File: src/rtl/instr_encoder_pkg.sv
// Shared MIPS32 constants: request mnemonics, opcode/funct values and word packers.
package instr_encoder_pkg;

  // Request mnemonics as seen on in_op; codes outside this range are rejected.
  typedef enum logic [5:0] {
    OpAddu    = 6'd0,
    OpAdd     = 6'd1,
    OpSubu    = 6'd2,
    OpSub     = 6'd3,
    OpAnd     = 6'd4,
    OpOr      = 6'd5,
    OpXor     = 6'd6,
    OpNor     = 6'd7,
    OpSlt     = 6'd8,
    OpSltu    = 6'd9,
    OpSll     = 6'd10,
    OpSrl     = 6'd11,
    OpSra     = 6'd12,
    OpSllv    = 6'd13,
    OpSrlv    = 6'd14,
    OpSrav    = 6'd15,
    OpJr      = 6'd16,
    OpJalr    = 6'd17,
    OpSyscall = 6'd18,
    OpAddiu   = 6'd19,
    OpAddi    = 6'd20,
    OpOri     = 6'd21,
    OpXori    = 6'd22,
    OpAndi    = 6'd23,
    OpSlti    = 6'd24,
    OpSltiu   = 6'd25,
    OpLw      = 6'd26,
    OpSw      = 6'd27,
    OpBeq     = 6'd28,
    OpBne     = 6'd29,
    OpBlez    = 6'd30,
    OpBgtz    = 6'd31,
    OpBltz    = 6'd32,
    OpBgez    = 6'd33,
    OpLui     = 6'd34,
    OpJ       = 6'd35,
    OpJal     = 6'd36,
    OpNop     = 6'd37,
    OpLi      = 6'd38
  } op_e;

  localparam int unsigned NumOps = 39;

  typedef enum logic {
    StIdle,
    StSecond
  } state_e;

  // Primary opcodes
  localparam logic [5:0] OpcSpecial = 6'h00;
  localparam logic [5:0] OpcRegimm  = 6'h01;
  localparam logic [5:0] OpcJ       = 6'h02;
  localparam logic [5:0] OpcJal     = 6'h03;
  localparam logic [5:0] OpcBeq     = 6'h04;
  localparam logic [5:0] OpcBne     = 6'h05;
  localparam logic [5:0] OpcBlez    = 6'h06;
  localparam logic [5:0] OpcBgtz    = 6'h07;
  localparam logic [5:0] OpcAddi    = 6'h08;
  localparam logic [5:0] OpcAddiu   = 6'h09;
  localparam logic [5:0] OpcSlti    = 6'h0A;
  localparam logic [5:0] OpcSltiu   = 6'h0B;
  localparam logic [5:0] OpcAndi    = 6'h0C;
  localparam logic [5:0] OpcOri     = 6'h0D;
  localparam logic [5:0] OpcXori    = 6'h0E;
  localparam logic [5:0] OpcLui     = 6'h0F;
  localparam logic [5:0] OpcLw      = 6'h23;
  localparam logic [5:0] OpcSw      = 6'h2B;

  // SPECIAL funct codes
  localparam logic [5:0] FnSll     = 6'h00;
  localparam logic [5:0] FnSrl     = 6'h02;
  localparam logic [5:0] FnSra     = 6'h03;
  localparam logic [5:0] FnSllv    = 6'h04;
  localparam logic [5:0] FnSrlv    = 6'h06;
  localparam logic [5:0] FnSrav    = 6'h07;
  localparam logic [5:0] FnJr      = 6'h08;
  localparam logic [5:0] FnJalr    = 6'h09;
  localparam logic [5:0] FnSyscall = 6'h0C;
  localparam logic [5:0] FnAdd     = 6'h20;
  localparam logic [5:0] FnAddu    = 6'h21;
  localparam logic [5:0] FnSub     = 6'h22;
  localparam logic [5:0] FnSubu    = 6'h23;
  localparam logic [5:0] FnAnd     = 6'h24;
  localparam logic [5:0] FnOr      = 6'h25;
  localparam logic [5:0] FnXor     = 6'h26;
  localparam logic [5:0] FnNor     = 6'h27;
  localparam logic [5:0] FnSlt     = 6'h2A;
  localparam logic [5:0] FnSltu    = 6'h2B;

  // REGIMM rt selectors
  localparam logic [4:0] RtBltz = 5'd0;
  localparam logic [4:0] RtBgez = 5'd1;

  function automatic logic [31:0] pack_r(logic [4:0] rs, logic [4:0] rt, logic [4:0] rd,
                                         logic [4:0] shamt, logic [5:0] funct);
    return {OpcSpecial, rs, rt, rd, shamt, funct};
  endfunction

  function automatic logic [31:0] pack_i(logic [5:0] opc, logic [4:0] rs, logic [4:0] rt,
                                         logic [15:0] imm);
    return {opc, rs, rt, imm};
  endfunction

  function automatic logic [31:0] pack_j(logic [5:0] opc, logic [25:0] target);
    return {opc, target};
  endfunction

endpackage

File: src/rtl/instr_encoder_if.sv
// Request and emitted-word handshake bundle of the instruction encoder.
interface instr_encoder_if;
  logic        in_valid;
  logic        in_ready;
  logic [5:0]  in_op;
  logic [4:0]  in_rs;
  logic [4:0]  in_rt;
  logic [4:0]  in_rd;
  logic [31:0] in_imm;
  logic        out_valid;
  logic        out_ready;
  logic [31:0] out_word;
  logic [31:0] out_addr;

  // Requester / word consumer side
  modport master (
    output in_valid, in_op, in_rs, in_rt, in_rd, in_imm, out_ready,
    input  in_ready, out_valid, out_word, out_addr
  );

  // Encoder side
  modport slave (
    input  in_valid, in_op, in_rs, in_rt, in_rd, in_imm, out_ready,
    output in_ready, out_valid, out_word, out_addr
  );
endinterface

File: src/rtl/instr_field_pack.sv
// Combinational packer: one mnemonic plus fields -> one MIPS32 word (LI is split upstream).
module instr_field_pack
  import instr_encoder_pkg::*;
(
  input  logic [5:0]  i_op,
  input  logic [4:0]  i_rs,
  input  logic [4:0]  i_rt,
  input  logic [4:0]  i_rd,
  input  logic [25:0] i_imm,
  output logic [31:0] o_word,
  output logic        o_known
);

  logic [15:0] w_lo;
  logic [4:0]  w_sh;

  assign w_lo = i_imm[15:0];
  assign w_sh = i_imm[4:0];

  // Field placement per mnemonic; unlisted codes flag o_known low.
  always_comb begin
    o_word  = '0;
    o_known = 1'b1;
    case (i_op)
      OpAddu:    o_word = pack_r(i_rs, i_rt, i_rd, 5'd0, FnAddu);
      OpAdd:     o_word = pack_r(i_rs, i_rt, i_rd, 5'd0, FnAdd);
      OpSubu:    o_word = pack_r(i_rs, i_rt, i_rd, 5'd0, FnSubu);
      OpSub:     o_word = pack_r(i_rs, i_rt, i_rd, 5'd0, FnSub);
      OpAnd:     o_word = pack_r(i_rs, i_rt, i_rd, 5'd0, FnAnd);
      OpOr:      o_word = pack_r(i_rs, i_rt, i_rd, 5'd0, FnOr);
      OpXor:     o_word = pack_r(i_rs, i_rt, i_rd, 5'd0, FnXor);
      OpNor:     o_word = pack_r(i_rs, i_rt, i_rd, 5'd0, FnNor);
      OpSlt:     o_word = pack_r(i_rs, i_rt, i_rd, 5'd0, FnSlt);
      OpSltu:    o_word = pack_r(i_rs, i_rt, i_rd, 5'd0, FnSltu);
      OpSll:     o_word = pack_r(5'd0, i_rt, i_rd, w_sh, FnSll);
      OpSrl:     o_word = pack_r(5'd0, i_rt, i_rd, w_sh, FnSrl);
      OpSra:     o_word = pack_r(5'd0, i_rt, i_rd, w_sh, FnSra);
      OpSllv:    o_word = pack_r(i_rs, i_rt, i_rd, 5'd0, FnSllv);
      OpSrlv:    o_word = pack_r(i_rs, i_rt, i_rd, 5'd0, FnSrlv);
      OpSrav:    o_word = pack_r(i_rs, i_rt, i_rd, 5'd0, FnSrav);
      OpJr:      o_word = pack_r(i_rs, 5'd0, 5'd0, 5'd0, FnJr);
      OpJalr:    o_word = pack_r(i_rs, 5'd0, i_rd, 5'd0, FnJalr);
      OpSyscall: o_word = pack_r(5'd0, 5'd0, 5'd0, 5'd0, FnSyscall);
      OpNop:     o_word = pack_r(5'd0, 5'd0, 5'd0, 5'd0, FnSll);
      OpAddiu:   o_word = pack_i(OpcAddiu, i_rs, i_rt, w_lo);
      OpAddi:    o_word = pack_i(OpcAddi, i_rs, i_rt, w_lo);
      OpOri:     o_word = pack_i(OpcOri, i_rs, i_rt, w_lo);
      OpXori:    o_word = pack_i(OpcXori, i_rs, i_rt, w_lo);
      OpAndi:    o_word = pack_i(OpcAndi, i_rs, i_rt, w_lo);
      OpSlti:    o_word = pack_i(OpcSlti, i_rs, i_rt, w_lo);
      OpSltiu:   o_word = pack_i(OpcSltiu, i_rs, i_rt, w_lo);
      OpLw:      o_word = pack_i(OpcLw, i_rs, i_rt, w_lo);
      OpSw:      o_word = pack_i(OpcSw, i_rs, i_rt, w_lo);
      OpBeq:     o_word = pack_i(OpcBeq, i_rs, i_rt, w_lo);
      OpBne:     o_word = pack_i(OpcBne, i_rs, i_rt, w_lo);
      OpBlez:    o_word = pack_i(OpcBlez, i_rs, 5'd0, w_lo);
      OpBgtz:    o_word = pack_i(OpcBgtz, i_rs, 5'd0, w_lo);
      OpBltz:    o_word = pack_i(OpcRegimm, i_rs, RtBltz, w_lo);
      OpBgez:    o_word = pack_i(OpcRegimm, i_rs, RtBgez, w_lo);
      OpLui:     o_word = pack_i(OpcLui, 5'd0, i_rt, w_lo);
      OpJ:       o_word = pack_j(OpcJ, i_imm);
      OpJal:     o_word = pack_j(OpcJal, i_imm);
      default:   o_known = 1'b0;
    endcase
  end

endmodule

File: src/rtl/instr_encoder.sv
// Streams encoded MIPS32 words into consecutive instruction-memory slots, expanding LI.
module instr_encoder
  import instr_encoder_pkg::*;
#(
  parameter logic [31:0] BASE_ADDR   = 32'h0000_3000,
  parameter int unsigned DEPTH_WORDS = 1024
) (
  input  logic            clk,
  input  logic            reset,
  instr_encoder_if.slave  bus,
  output logic            full,
  output logic            err
);

  localparam int unsigned   CntW  = $clog2(DEPTH_WORDS + 1);
  localparam logic [CntW-1:0] Depth = CntW'(DEPTH_WORDS);

  state_e          r_state, w_state_d;
  logic            r_out_valid, w_out_valid_d;
  logic [31:0]     r_out_word, w_out_word_d;
  logic [31:0]     r_out_addr, w_out_addr_d;
  logic [31:0]     r_second, w_second_d;
  logic [CntW-1:0] r_reserved, w_reserved_d;
  logic            r_err, w_err_d;

  logic            w_full, w_in_ready, w_in_fire, w_out_fire;
  logic            w_is_li, w_li_two, w_known, w_slot_err;
  logic [15:0]     w_hi, w_lo;
  logic [5:0]      w_pack_op;
  logic [4:0]      w_pack_rs;
  logic [25:0]     w_pack_imm;
  logic [31:0]     w_first_word, w_second_word;
  logic [CntW-1:0] w_free;

  assign w_hi     = bus.in_imm[31:16];
  assign w_lo     = bus.in_imm[15:0];
  assign w_is_li  = (bus.in_op == OpLi);
  assign w_li_two = w_is_li && (w_hi != 16'd0) && (w_lo != 16'd0);

  assign w_full     = (r_reserved == Depth);
  assign w_free     = Depth - r_reserved;
  // Acceptance implies at least one free slot, so a pair only fails with exactly one left
  assign w_slot_err = w_li_two && (w_free == CntW'(1));
  assign w_in_ready = (r_state == StIdle) && (!r_out_valid || bus.out_ready) && !w_full;
  assign w_in_fire  = bus.in_valid && w_in_ready;
  assign w_out_fire = r_out_valid && bus.out_ready;

  // Map LI onto the first word it produces (ORI $0 form, or LUI with the upper half)
  always_comb begin
    w_pack_op  = bus.in_op;
    w_pack_rs  = bus.in_rs;
    w_pack_imm = bus.in_imm[25:0];
    if (w_is_li) begin
      w_pack_rs = 5'd0;
      if (w_hi == 16'd0) begin
        w_pack_op  = OpOri;
        w_pack_imm = {10'd0, w_lo};
      end else begin
        w_pack_op  = OpLui;
        w_pack_imm = {10'd0, w_hi};
      end
    end
  end

  assign w_second_word = pack_i(OpcOri, bus.in_rt, bus.in_rt, w_lo);

  instr_field_pack u_pack (
    .i_op    (w_pack_op),
    .i_rs    (w_pack_rs),
    .i_rt    (bus.in_rt),
    .i_rd    (bus.in_rd),
    .i_imm   (w_pack_imm),
    .o_word  (w_first_word),
    .o_known (w_known)
  );

  // Next-state: accept requests in IDLE, push the held LI low half in SECOND
  always_comb begin
    w_state_d     = r_state;
    w_out_valid_d = r_out_valid && !w_out_fire;
    w_out_word_d  = r_out_word;
    w_out_addr_d  = w_out_fire ? r_out_addr + 32'd4 : r_out_addr;
    w_second_d    = r_second;
    w_reserved_d  = r_reserved;
    w_err_d       = r_err;
    case (r_state)
      StIdle: begin
        if (w_in_fire) begin
          if (!w_known || w_slot_err) begin
            w_err_d = 1'b1;
          end else begin
            w_out_valid_d = 1'b1;
            w_out_word_d  = w_first_word;
            w_reserved_d  = r_reserved + CntW'(1) + (w_li_two ? CntW'(1) : '0);
            if (w_li_two) begin
              w_second_d = w_second_word;
              w_state_d  = StSecond;
            end
          end
        end
      end
      StSecond: begin
        if (!r_out_valid || bus.out_ready) begin
          w_out_valid_d = 1'b1;
          w_out_word_d  = r_second;
          w_state_d     = StIdle;
        end
      end
      default: w_state_d = StIdle;
    endcase
  end

  // State and output registers with synchronous active-low reset
  always_ff @(posedge clk) begin
    if (!reset) begin
      r_state     <= StIdle;
      r_out_valid <= 1'b0;
      r_out_word  <= '0;
      r_out_addr  <= BASE_ADDR;
      r_second    <= '0;
      r_reserved  <= '0;
      r_err       <= 1'b0;
    end else begin
      r_state     <= w_state_d;
      r_out_valid <= w_out_valid_d;
      r_out_word  <= w_out_word_d;
      r_out_addr  <= w_out_addr_d;
      r_second    <= w_second_d;
      r_reserved  <= w_reserved_d;
      r_err       <= w_err_d;
    end
  end

  assign bus.in_ready  = w_in_ready;
  assign bus.out_valid = r_out_valid;
  assign bus.out_word  = r_out_word;
  assign bus.out_addr  = r_out_addr;
  assign full          = w_full;
  assign err           = r_err;

endmodule

File: src/flat_wrapper.sv
// flat-port wrapper written by rule: the top's interface ports become plain ports
module instr_encoder_flat import instr_encoder_pkg::*;
#(
  parameter logic [31:0] BASE_ADDR   = 32'h0000_3000,
  parameter int unsigned DEPTH_WORDS = 1024
)
  (clk, reset, full, err, bus_in_valid, bus_in_op, bus_in_rs, bus_in_rt, bus_in_rd, bus_in_imm, bus_out_ready, bus_in_ready, bus_out_valid, bus_out_word, bus_out_addr);
  instr_encoder_if bus_i ();
  input  logic clk;
  input  logic reset;
  output logic full;
  output logic err;
  input wire logic [$bits(bus_i.in_valid)-1:0] bus_in_valid;
  input wire logic [$bits(bus_i.in_op)-1:0] bus_in_op;
  input wire logic [$bits(bus_i.in_rs)-1:0] bus_in_rs;
  input wire logic [$bits(bus_i.in_rt)-1:0] bus_in_rt;
  input wire logic [$bits(bus_i.in_rd)-1:0] bus_in_rd;
  input wire logic [$bits(bus_i.in_imm)-1:0] bus_in_imm;
  input wire logic [$bits(bus_i.out_ready)-1:0] bus_out_ready;
  output wire logic [$bits(bus_i.in_ready)-1:0] bus_in_ready;
  output wire logic [$bits(bus_i.out_valid)-1:0] bus_out_valid;
  output wire logic [$bits(bus_i.out_word)-1:0] bus_out_word;
  output wire logic [$bits(bus_i.out_addr)-1:0] bus_out_addr;
  assign bus_i.in_valid = bus_in_valid;
  assign bus_i.in_op = bus_in_op;
  assign bus_i.in_rs = bus_in_rs;
  assign bus_i.in_rt = bus_in_rt;
  assign bus_i.in_rd = bus_in_rd;
  assign bus_i.in_imm = bus_in_imm;
  assign bus_i.out_ready = bus_out_ready;
  assign bus_in_ready = bus_i.in_ready;
  assign bus_out_valid = bus_i.out_valid;
  assign bus_out_word = bus_i.out_word;
  assign bus_out_addr = bus_i.out_addr;
  instr_encoder #(.BASE_ADDR(BASE_ADDR), .DEPTH_WORDS(DEPTH_WORDS)) u_core (.clk(clk), .reset(reset), .bus(bus_i), .full(full), .err(err));
endmodule
File: config.mk
export PLATFORM = sky130hd
export DESIGN_NAME = instr_encoder_flat
export DESIGN_NICKNAME = d
export VERILOG_FILES = /design/src/rtl/instr_encoder_pkg.sv /design/src/rtl/instr_encoder_if.sv /design/src/rtl/instr_field_pack.sv /design/src/rtl/instr_encoder.sv /design/src/flat_wrapper.sv
export SDC_FILE = /design/constraint.sdc
export NUM_CORES = 1
export LEC_CHECK = 0
export CORE_ASPECT_RATIO = 0.9
export CORE_MARGIN = 1
export CORE_UTILIZATION = 50
export CTS_CLUSTER_DIAMETER = 30
export DETAILED_ROUTE_END_ITERATION = 7
export HOLD_SLACK_MARGIN = 0.12
export PLACE_DENSITY = 0.9
export SKIP_LAST_GASP = 1
export SYNTH_ARGS = -nofsm -noshare
export SYNTH_HDL_FRONTEND = slang
export SYNTH_SLANG_ARGS = --single-unit
File: constraint.sdc
create_clock -name clk -period 4.1 [get_ports clk]
set_clock_uncertainty 0.05 [all_clocks]
set_input_delay 0.82 -clock clk [delete_from_list [all_inputs] [get_ports clk]]
set_output_delay 0.82 -clock clk [all_outputs]
set_load 0.01 [all_outputs]
==> results of run 1 <==
stage by stage:
step                area [sq um]  power, mW  instances  hold WS [ns]
global placement            6870       1.35        915         0.412
floorplan                   5600       1.20        683         0.387
detailed placement          6870       1.36        915         0.420
finish                      7180       2.23        931         0.429
CTS                         7180       2.23        931         0.429
global route                7180       2.31        931         0.441
worst reg2reg max path, delay by kind of cell, from the launching register on:
| family | cells | cell delay, ns |
|---|---|---|
| AOI/OAI and AO/OA | 2 | 0.61 |
| and+or+nand+nor | 3 | 1.35 |
| DFF | 1 | 0.39 |
layer usage:
layer / vias up / share of wire
met5: - / 0
li1: 2775 / -
met3: 51 / 0.090
met1: 2858 / 0.40
met2: 367 / 0.48
met4: 0 / 0.026
where the power goes:
part | internal [mW] | total, mW | switching [mW]
registers | 0.968 | 0.986 | 0.0179
clock network | 0.485 | 0.885 | 0.400
logic | 0.166 | 0.360 | 0.194
total | 1.62 | 2.23 | 0.612
sequential cells by signal, summed over array words and instances (netlist names):
register              flops
u_core.r_reserved        11
u_core.bus.out_valid      1
u_core.r_second          22
u_core.bus.out_word      31
u_core.r_state            1
u_core.err                1
u_core.bus.out_addr      30
cell families after synthesis:
logic type      after synthesis
fa+ha+maj                     3
xor+xnor                     20
flops                        97
other cells                   1
mux                          14
simple gates                245
compound gates              228
buf+inv                      73
layout by cell type, fill, tap and decap left out, types with 10 or more instances in the layout:
| cell type | synthesis | final |
|---|---|---|
| sky130_fd_sc_hd__nand4_1 | 14 | 14 |
| sky130_fd_sc_hd__clkdlybuf4s50_1 | 0 | 121 |
| sky130_fd_sc_hd__a311oi_2 | 10 | 10 |
| sky130_fd_sc_hd__nor4_1 | 12 | 12 |
| sky130_fd_sc_hd__or3_1 | 10 | 10 |
| sky130_fd_sc_hd__a21oi_1 | 72 | 72 |
| sky130_fd_sc_hd__a22oi_1 | 13 | 13 |
| sky130_fd_sc_hd__a211oi_1 | 10 | 10 |
| sky130_fd_sc_hd__o21ai_0 | 44 | 44 |
| sky130_fd_sc_hd__inv_1 | 11 | 11 |
| sky130_fd_sc_hd__nor2_1 | 33 | 32 |
| sky130_fd_sc_hd__nor3_1 | 10 | 10 |
| sky130_fd_sc_hd__buf_4 | 5 | 19 |
| sky130_fd_sc_hd__nand2_1 | 44 | 44 |
| sky130_fd_sc_hd__nand3_1 | 60 | 60 |
| sky130_fd_sc_hd__xor2_1 | 13 | 13 |
| sky130_fd_sc_hd__nand2b_1 | 11 | 11 |
| sky130_fd_sc_hd__dfxtp_1 | 97 | 97 |
path summary, 6_finish.rpt:
check	endpoint	depth (start not counted)
setup / recovery	bus_in_ready	4
hold / removal	u_core.r_second[10]	2
setup reg to reg	u_core.r_reserved[3]	5
hold reg to reg	u_core.r_second[10]	2
layout make-up:
cell class	count	area [sq um]
clock buffer	9	225
clock inverter	7	85.1
fill	866	3670
inverter	12	45.0
multi-input combinational	513	3320
sequential	97	1940
tap	152	190
timing repair buffer	141	1370
==> tab_implementation.tex, run 1 <==
\begin{tabular}{lr}
\hline
Metric & Value \\
\hline
\multicolumn{2}{l}{\textbf{Outcome}} \\
\quad Result of the run & finished clean \\
\multicolumn{2}{l}{\textbf{Logic synthesis}} \\
\quad EDFF count, synth & 0 \\
\quad Fraction of the mapped netlist area in compound gates & 0.282 \\
\quad Fraction of registers with async set/reset & 0 \\
\quad Number of different library cells in the post-synthesis netlist & 73 \\
\quad Main area contributors after synthesis & sky130\_fd\_sc\_hd\_\_dfxtp\_1 35\%, sky130\_fd\_sc\_hd\_\_a21oi\_1 6.4\%, sky130\_fd\_sc\_hd\_\_nand3\_1 5.4\% \\
\quad Top FF cell, synth & sky130\_fd\_sc\_hd\_\_dfxtp\_1 \\
\quad Post-Synthesis Mean Instance Area & roughly 8.2 sq um \\
\quad Mux share of post-synthesis cell area & 0.0262 \\
\quad Simple-gate share of the synthesized area & 0.245 \\
\quad Cell taking the most area after synthesis & sky130\_fd\_sc\_hd\_\_dfxtp\_1 \\
\quad Most frequent cells after synthesis & 97 x sky130\_fd\_sc\_hd\_\_dfxtp\_1, 72 x sky130\_fd\_sc\_hd\_\_a21oi\_1, 60 x sky130\_fd\_sc\_hd\_\_nand3\_1 \\
\quad Adder-cell area share of the yosys netlist & 0.00672 \\
\quad Summed instance area of the synthesized netlist & 0.00559 sq mm \\
\quad Number of standard cells after synthesis & between 600 and 700 \\
\quad Portion of synthesized cell area occupied by the leading cell type & 0.347 \\
\quad Proportion of synthesized chip area in sequential cells & 0.347 \\
\quad Warnings from Yosys & 0 \\
\quad XOR/XNOR Fraction of Synth Area & 0.0313 \\
\quad Combinational family with the most area after synthesis & compound AO/OA/AOI/OAI gates \\
\quad Post-synthesis register bit count & slightly below 100 \\
\quad Top-count cell post-synth & sky130\_fd\_sc\_hd\_\_dfxtp\_1 \\
\multicolumn{2}{l}{\textbf{Timing}} \\
\quad Worst Setup Slack, final & between 0.7 and 0.8 ns \\
\quad Number of failing hold endpoints at the final stage & 0 \\
\quad Post-layout min period & between 3 and 4 ns \\
\quad Worst slew slack as a fraction of its limit & 0.480 \\
\quad Max-slew violation count & 0 \\
\quad Actual transition at the worst max-transition pin & $\sim$0.78 ns \\
\quad Fraction of the cycle the final worst path needs & 0.825 \\
\quad Count of endpoints failing setup in the final report & 0 \\
\quad RSZ-0062 raised after global routing & false \\
\quad TNS Setup & 0 ns \\
\quad Upper clock frequency limit & between 200 and 300 MHz \\
\multicolumn{2}{l}{\textbf{Worst setup path}} \\
\quad Slowest stage cell on the critical path & sky130\_fd\_sc\_hd\_\_nor2b\_1 \\
\quad Critical path cell sequence & clkdlybuf4s50\_1 -> nor2b\_1 -> nor3\_1 -> clkdlybuf4s50\_1 \\
\quad Startpoint of the most critical setup path & bus\_out\_ready \\
\quad Delay contributed by the slowest stage of the critical path & about 0.53 ns \\
\quad Maximum net fanout on the critical path & 7 \\
\quad Launch point of the worst reg-to-reg path & u\_core.bus.out\_valid \\
\quad WP data arrival & roughly 2.5 ns \\
\quad Required time of the worst setup path & 3.23 ns \\
\quad Crit end category & primary output \\
\quad Critical path buffer and inverter count & 2 \\
\quad Start-to-end type of the worst setup path & input port to primary output \\
\quad Worst reg-to-reg setup slack & roughly 1.6 ns \\
\quad Dominant cell type by count on the critical path & sky130\_fd\_sc\_hd\_\_clkdlybuf4s50\_1 \\
\quad Crit-path leading delay family & buffers and inverters \\
\quad CP Launch Type & input port \\
\multicolumn{2}{l}{\textbf{Routing}} \\
\quad Vias & 6051 \\
\quad First DRT Iteration DRCs & between 800 and 900 \\
\quad Count of nets left with antenna violations after detail routing & 0 \\
\quad DRC violations left & 0 \\
\quad First-pass iteration count of the detailed router & 6 \\
\quad Via count normalized by instance count & 6.50 \\
\quad Routed len/inst & 19.3 microns \\
\quad Final Routed Wirelength & approximately 18000 microns \\
\multicolumn{2}{l}{\textbf{Pwr}} \\
\quad Worst VDD drop & around 0.19 mV \\
\quad Power per cell area & 311 mW/mm\^{}2 \\
\quad Static leakage & $\sim$2.3 nW \\
\multicolumn{2}{l}{\textbf{Finish}} \\
\quad Fin nets & 834 \\
\quad Layout area overhead & 28.5\% \\
\quad Share of cells above drive strength 1 & 0.0924 \\
\quad Antenna cell count & 0 \\
\quad Utilization after layout & 0.661 \\
\multicolumn{2}{l}{\textbf{Die}} \\
\quad Total I/O pin count & $\sim$130 \\
\quad Core area & between 0.01 and 0.015 sq mm \\
\quad Height of the die & between 100 and 150 microns \\
\quad Effective utilization at floorplan & 0.515 \\
\quad Std cell rows & 36 \\
\quad Width of the chip & roughly 110 microns \\
\quad Full die area & 0.0116 sq mm \\
\multicolumn{2}{l}{\textbf{Placement}} \\
\quad Gpl congestion & approximately 0.92 \\
\quad HPWL after detailed placement & roughly 13000 microns \\
\quad Post-Place Setup Slack & 0.580 ns \\
\quad IO buf count & approximately 120 \\
\multicolumn{2}{l}{\textbf{Global route}} \\
\quad Pin count of the biggest net entering global routing & 55 \\
\quad Met2 GRT Util & 0.531 \\
\quad Tot GR Track Use & 0.312 \\
\quad Antenna violations before repair & 0 \\
\quad Number of global-route vias before repair & about 5600 \\
\quad Global-route wire length before repair & between 20000 and 30000 microns \\
\quad Met1 demand-to-capacity share in global routing & 0.389 \\
\quad Routing layer with the top usage in global route & met2 \\
\quad GR Layer Usage met3 & 0.0658 \\
\quad Overall overflow remaining after global route & 0 \\
\multicolumn{2}{l}{\textbf{Clocking}} \\
\quad Clock latency on the worst-skew pair & about 0.35 ns \\
\quad Clock root buffer & sky130\_fd\_sc\_hd\_\_clkbuf\_16 \\
\quad H-tree depth & 3 \\
\quad \# clock sinks & 97 \\
\quad Maximum count of clock buffers along a single path & 2 \\
\quad Total clock buffers created by CTS & 9 \\
\quad Clock slew at reported path FFs & 0.07 ns \\
\quad Post-CTS Hold Buffers & 0 \\
\quad \# resized after CTS & 0 \\
\quad Number of buffers added for setup after CTS & 0 \\
\quad CTS tree & done \\
\multicolumn{2}{l}{\textbf{Min path}} \\
\quad Launch point of the worst hold path & u\_core.r\_second[10] \\
\quad Hold/Removal Path Class & register to register \\
\multicolumn{2}{l}{\textbf{Job}} \\
\quad MaxCap Viol Count & 0 \\
\hline
\end{tabular}
Note: power is estimated with default switching activity, not from simulation.
==> run 2: changes to the inputs <==
--- a/config.mk
+++ b/config.mk
@@ -7,11 +7,11 @@
 export LEC_CHECK = 0
 export CORE_ASPECT_RATIO = 0.9
 export CORE_MARGIN = 1
-export CORE_UTILIZATION = 50
+export CORE_UTILIZATION = 46
 export CTS_CLUSTER_DIAMETER = 30
 export DETAILED_ROUTE_END_ITERATION = 7
 export HOLD_SLACK_MARGIN = 0.12
-export PLACE_DENSITY = 0.9
+export PLACE_DENSITY = 0.88
 export SKIP_LAST_GASP = 1
 export SYNTH_ARGS = -nofsm -noshare
 export SYNTH_HDL_FRONTEND = slang
==> constraint.sdc (replaced) <==
create_clock -name clk -period 2.85 [get_ports clk]
set_clock_uncertainty 0.05 [all_clocks]
set_input_delay 0.57 -clock clk [delete_from_list [all_inputs] [get_ports clk]]
set_output_delay 0.57 -clock clk [all_outputs]
set_load 0.01 [all_outputs]
==> tab_implementation.tex, run 2 (synthesis gave the netlist of run 1 again) <==
\begin{tabular}{lr}
\hline
Metric & Value \\
\hline
\multicolumn{2}{l}{\textbf{Finish}} \\
\quad Utilization after layout & 0.666 \\
\quad Highest-count cells in the layout ignoring fill and taps & 121 x sky130\_fd\_sc\_hd\_\_clkdlybuf4s50\_1, 97 x sky130\_fd\_sc\_hd\_\_dfxtp\_1, 80 x sky130\_fd\_sc\_hd\_\_buf\_4 \\
\quad Leading cell type in the layout, fill and taps excluded & sky130\_fd\_sc\_hd\_\_clkdlybuf4s50\_1 \\
\quad Fin nets & 900 \\
\quad Antenna cell count & 0 \\
\quad Post-route cell area & between 0.007 and 0.008 sq mm \\
\quad Number of flip-flops under the largest register name & 31 \\
\quad Layout area overhead & 38.5\% \\
\quad Share of cells above drive strength 1 & 0.161 \\
\quad Layout filler cell count & 910 \\
\multicolumn{2}{l}{\textbf{Routing}} \\
\quad First-pass iteration count of the detailed router & 6 \\
\quad Routed len/inst & between 15 and 20 microns \\
\quad Vias & around 6400 \\
\quad Via count normalized by instance count & 6.42 \\
\quad Count of nets left with antenna violations after detail routing & 0 \\
\quad Final Routed Wirelength & between 15000 and 20000 microns \\
\quad DRC violations left & 0 \\
\quad First DRT Iteration DRCs & 765 \\
\multicolumn{2}{l}{\textbf{Worst setup path}} \\
\quad Capture point of the worst reg-to-reg path & u\_core.bus.out\_word[3] \\
\quad Required time of the worst setup path & between 3 and 4 ns \\
\quad Start-to-end type of the worst setup path & input port to register \\
\quad WP data arrival & approximately 2.9 ns \\
\quad Number of cells traversed by the worst register-to-register path & 6 \\
\quad Launch point of the worst reg-to-reg path & u\_core.r\_reserved[5] \\
\quad Worst setup endpoint & u\_core.bus.out\_word[13] \\
\quad Startpoint of the most critical setup path & bus\_in\_imm[24] \\
\quad Maximum net fanout on the critical path & 8 \\
\quad Crit end category & register \\
\quad CP Launch Type & input port \\
\quad Worst reg-to-reg setup slack & $\sim$0.43 ns \\
\multicolumn{2}{l}{\textbf{Clocking}} \\
\quad \# resized after CTS & 0 \\
\quad Number of buffers added for setup after CTS & 0 \\
\quad CTS tree & done \\
\quad H-tree depth & 3 \\
\quad Maximum count of clock buffers along a single path & 2 \\
\quad Clock root buffer & sky130\_fd\_sc\_hd\_\_clkbuf\_16 \\
\quad \# clock sinks & 97 \\
\quad Post-CTS Hold Buffers & 0 \\
\quad Clock slew at reported path FFs & 0.07 ns \\
\quad Clock latency on the worst-skew pair & $\sim$0.35 ns \\
\quad Total clock buffers created by CTS & 9 \\
\multicolumn{2}{l}{\textbf{Global route}} \\
\quad Overall overflow remaining after global route & 0 \\
\quad Antenna violations before repair & 0 \\
\quad Tot GR Track Use & 0.295 \\
\quad Global-route wire length before repair & roughly 30000 microns \\
\quad Number of global-route vias before repair & just under 6000 \\
\quad Pin count of the biggest net entering global routing & 43 \\
\multicolumn{2}{l}{\textbf{Timing}} \\
\quad RSZ-0062 raised after global routing & false \\
\quad Count of endpoints failing setup in the final report & 0 \\
\quad TNS Setup & 0 ns \\
\quad Worst Setup Slack, final & approximately 0.12 ns \\
\quad Number of failing hold endpoints at the final stage & 0 \\
\quad Fraction of the cycle the final worst path needs & 0.957 \\
\quad Actual transition at the worst max-transition pin & 0.752 ns \\
\quad Worst slew slack as a fraction of its limit & 0.497 \\
\quad Upper clock frequency limit & between 300 and 400 MHz \\
\quad Max-slew violation count & 0 \\
\quad Post-layout min period & between 2 and 3 ns \\
\multicolumn{2}{l}{\textbf{Die}} \\
\quad Full die area & $\sim$0.013 sq mm \\
\quad Effective utilization at floorplan & 0.481 \\
\quad Height of the die & roughly 110 microns \\
\quad Core area & roughly 0.012 sq mm \\
\quad Std cell rows & 37 \\
\quad Total I/O pin count & 125 \\
\quad Width of the chip & 118 microns \\
\multicolumn{2}{l}{\textbf{Pwr}} \\
\quad Static leakage & between 2 and 3 nW \\
\quad Power per cell area & roughly 420 mW/mm\^{}2 \\
\quad Worst VDD drop & 0.222 mV \\
\quad Post-route total power & 3.22 mW \\
\multicolumn{2}{l}{\textbf{Outcome}} \\
\quad Result of the run & finished clean \\
\multicolumn{2}{l}{\textbf{Placement}} \\
\quad Post-Place Setup Slack & -0.224 ns \\
\quad Gpl congestion & between 0.9 and 1 \\
\quad HPWL after detailed placement & approximately 13000 microns \\
\quad IO buf count & 121 \\
\quad Placement-stage cell area & around 0.0074 sq mm \\
\multicolumn{2}{l}{\textbf{Job}} \\
\quad MaxCap Viol Count & 0 \\
\multicolumn{2}{l}{\textbf{Min path}} \\
\quad Launch point of the worst hold path & u\_core.r\_second[6] \\
\quad Hold/Removal Path Class & register to register \\
\hline
\end{tabular}
[run 2: changes by cell type in the layout (fill, tap and decap cells not counted), sizes merged]
| cell | before | now |
|---|---|---|
| inv | 15 | 12 |
| buf | 20 | 85 |
| clkbuf | 9 | 12 |
| nor4b | 2 | 3 |
[run 2: how the worst min path moves through the flow]
stage / to / depth (start not counted)
finish: u_core.r_second[6] / 2
global route: u_core.bus.out_word[9] / 2
CTS: u_core.r_second[11] / 2
detailed placement: u_core.r_second[26] / 2
global placement: u_core.r_second[26] / 2
floorplan: u_core.r_second[26] / 2
[run 2: final cells by class]
class / count / area (sq um) / share of cell area
Sequential cell: 97 / 1940 / 0.251
Multi-Input combinational cell: 514 / 3360 / 0.434
Clock buffer: 12 / 236 / 0.0305
Timing Repair Buffer: 206 / 1910 / 0.247
Clock inverter: 4 / 53.8 / 0.00695
Inverter: 12 / 45.0 / 0.00582
Tap cell: 156 / 195 / 0.0252
[run 2: where the power goes]
group / switching (mW) / internal, mW / leakage [nW]
clock: 0.528 / 0.683 / 0.133
combinational: 0.294 / 0.296 / 1.75
sequential: 0.0276 / 1.39 / 0.787
[run 2: layer usage]
metal / routed length (microns) / vias to the layer above / global-route usage
li1: - / 2919 / -
met1: 7490 / 3012 / 0.364
met2: 8870 / 425 / 0.504
met3: 1780 / 70 / 0.0516
met4: 684 / 0 / 0.132
met5: 0 / - / 0
[run 2: critical path: stages]
cell	delay, ns
sky130_fd_sc_hd__clkdlybuf4s50_1	0.46
sky130_fd_sc_hd__nor4_1	0.51
sky130_fd_sc_hd__and4_1	0.59
sky130_fd_sc_hd__buf_4	0.25
sky130_fd_sc_hd__o21ai_0	0.12
sky130_fd_sc_hd__a21o_1	0.20
sky130_fd_sc_hd__a311oi_2	0.24
[run 2: stage by stage]
stage / instances / hold WS, ns
2_1_floorplan: 683 / 0.387
3_3_place_gp: 984 / 0.403
3_5_place_dp: 984 / 0.415
4_1_cts: 1000 / 0.429
5_1_grt: 1001 / 0.450
6_report: 1001 / 0.432
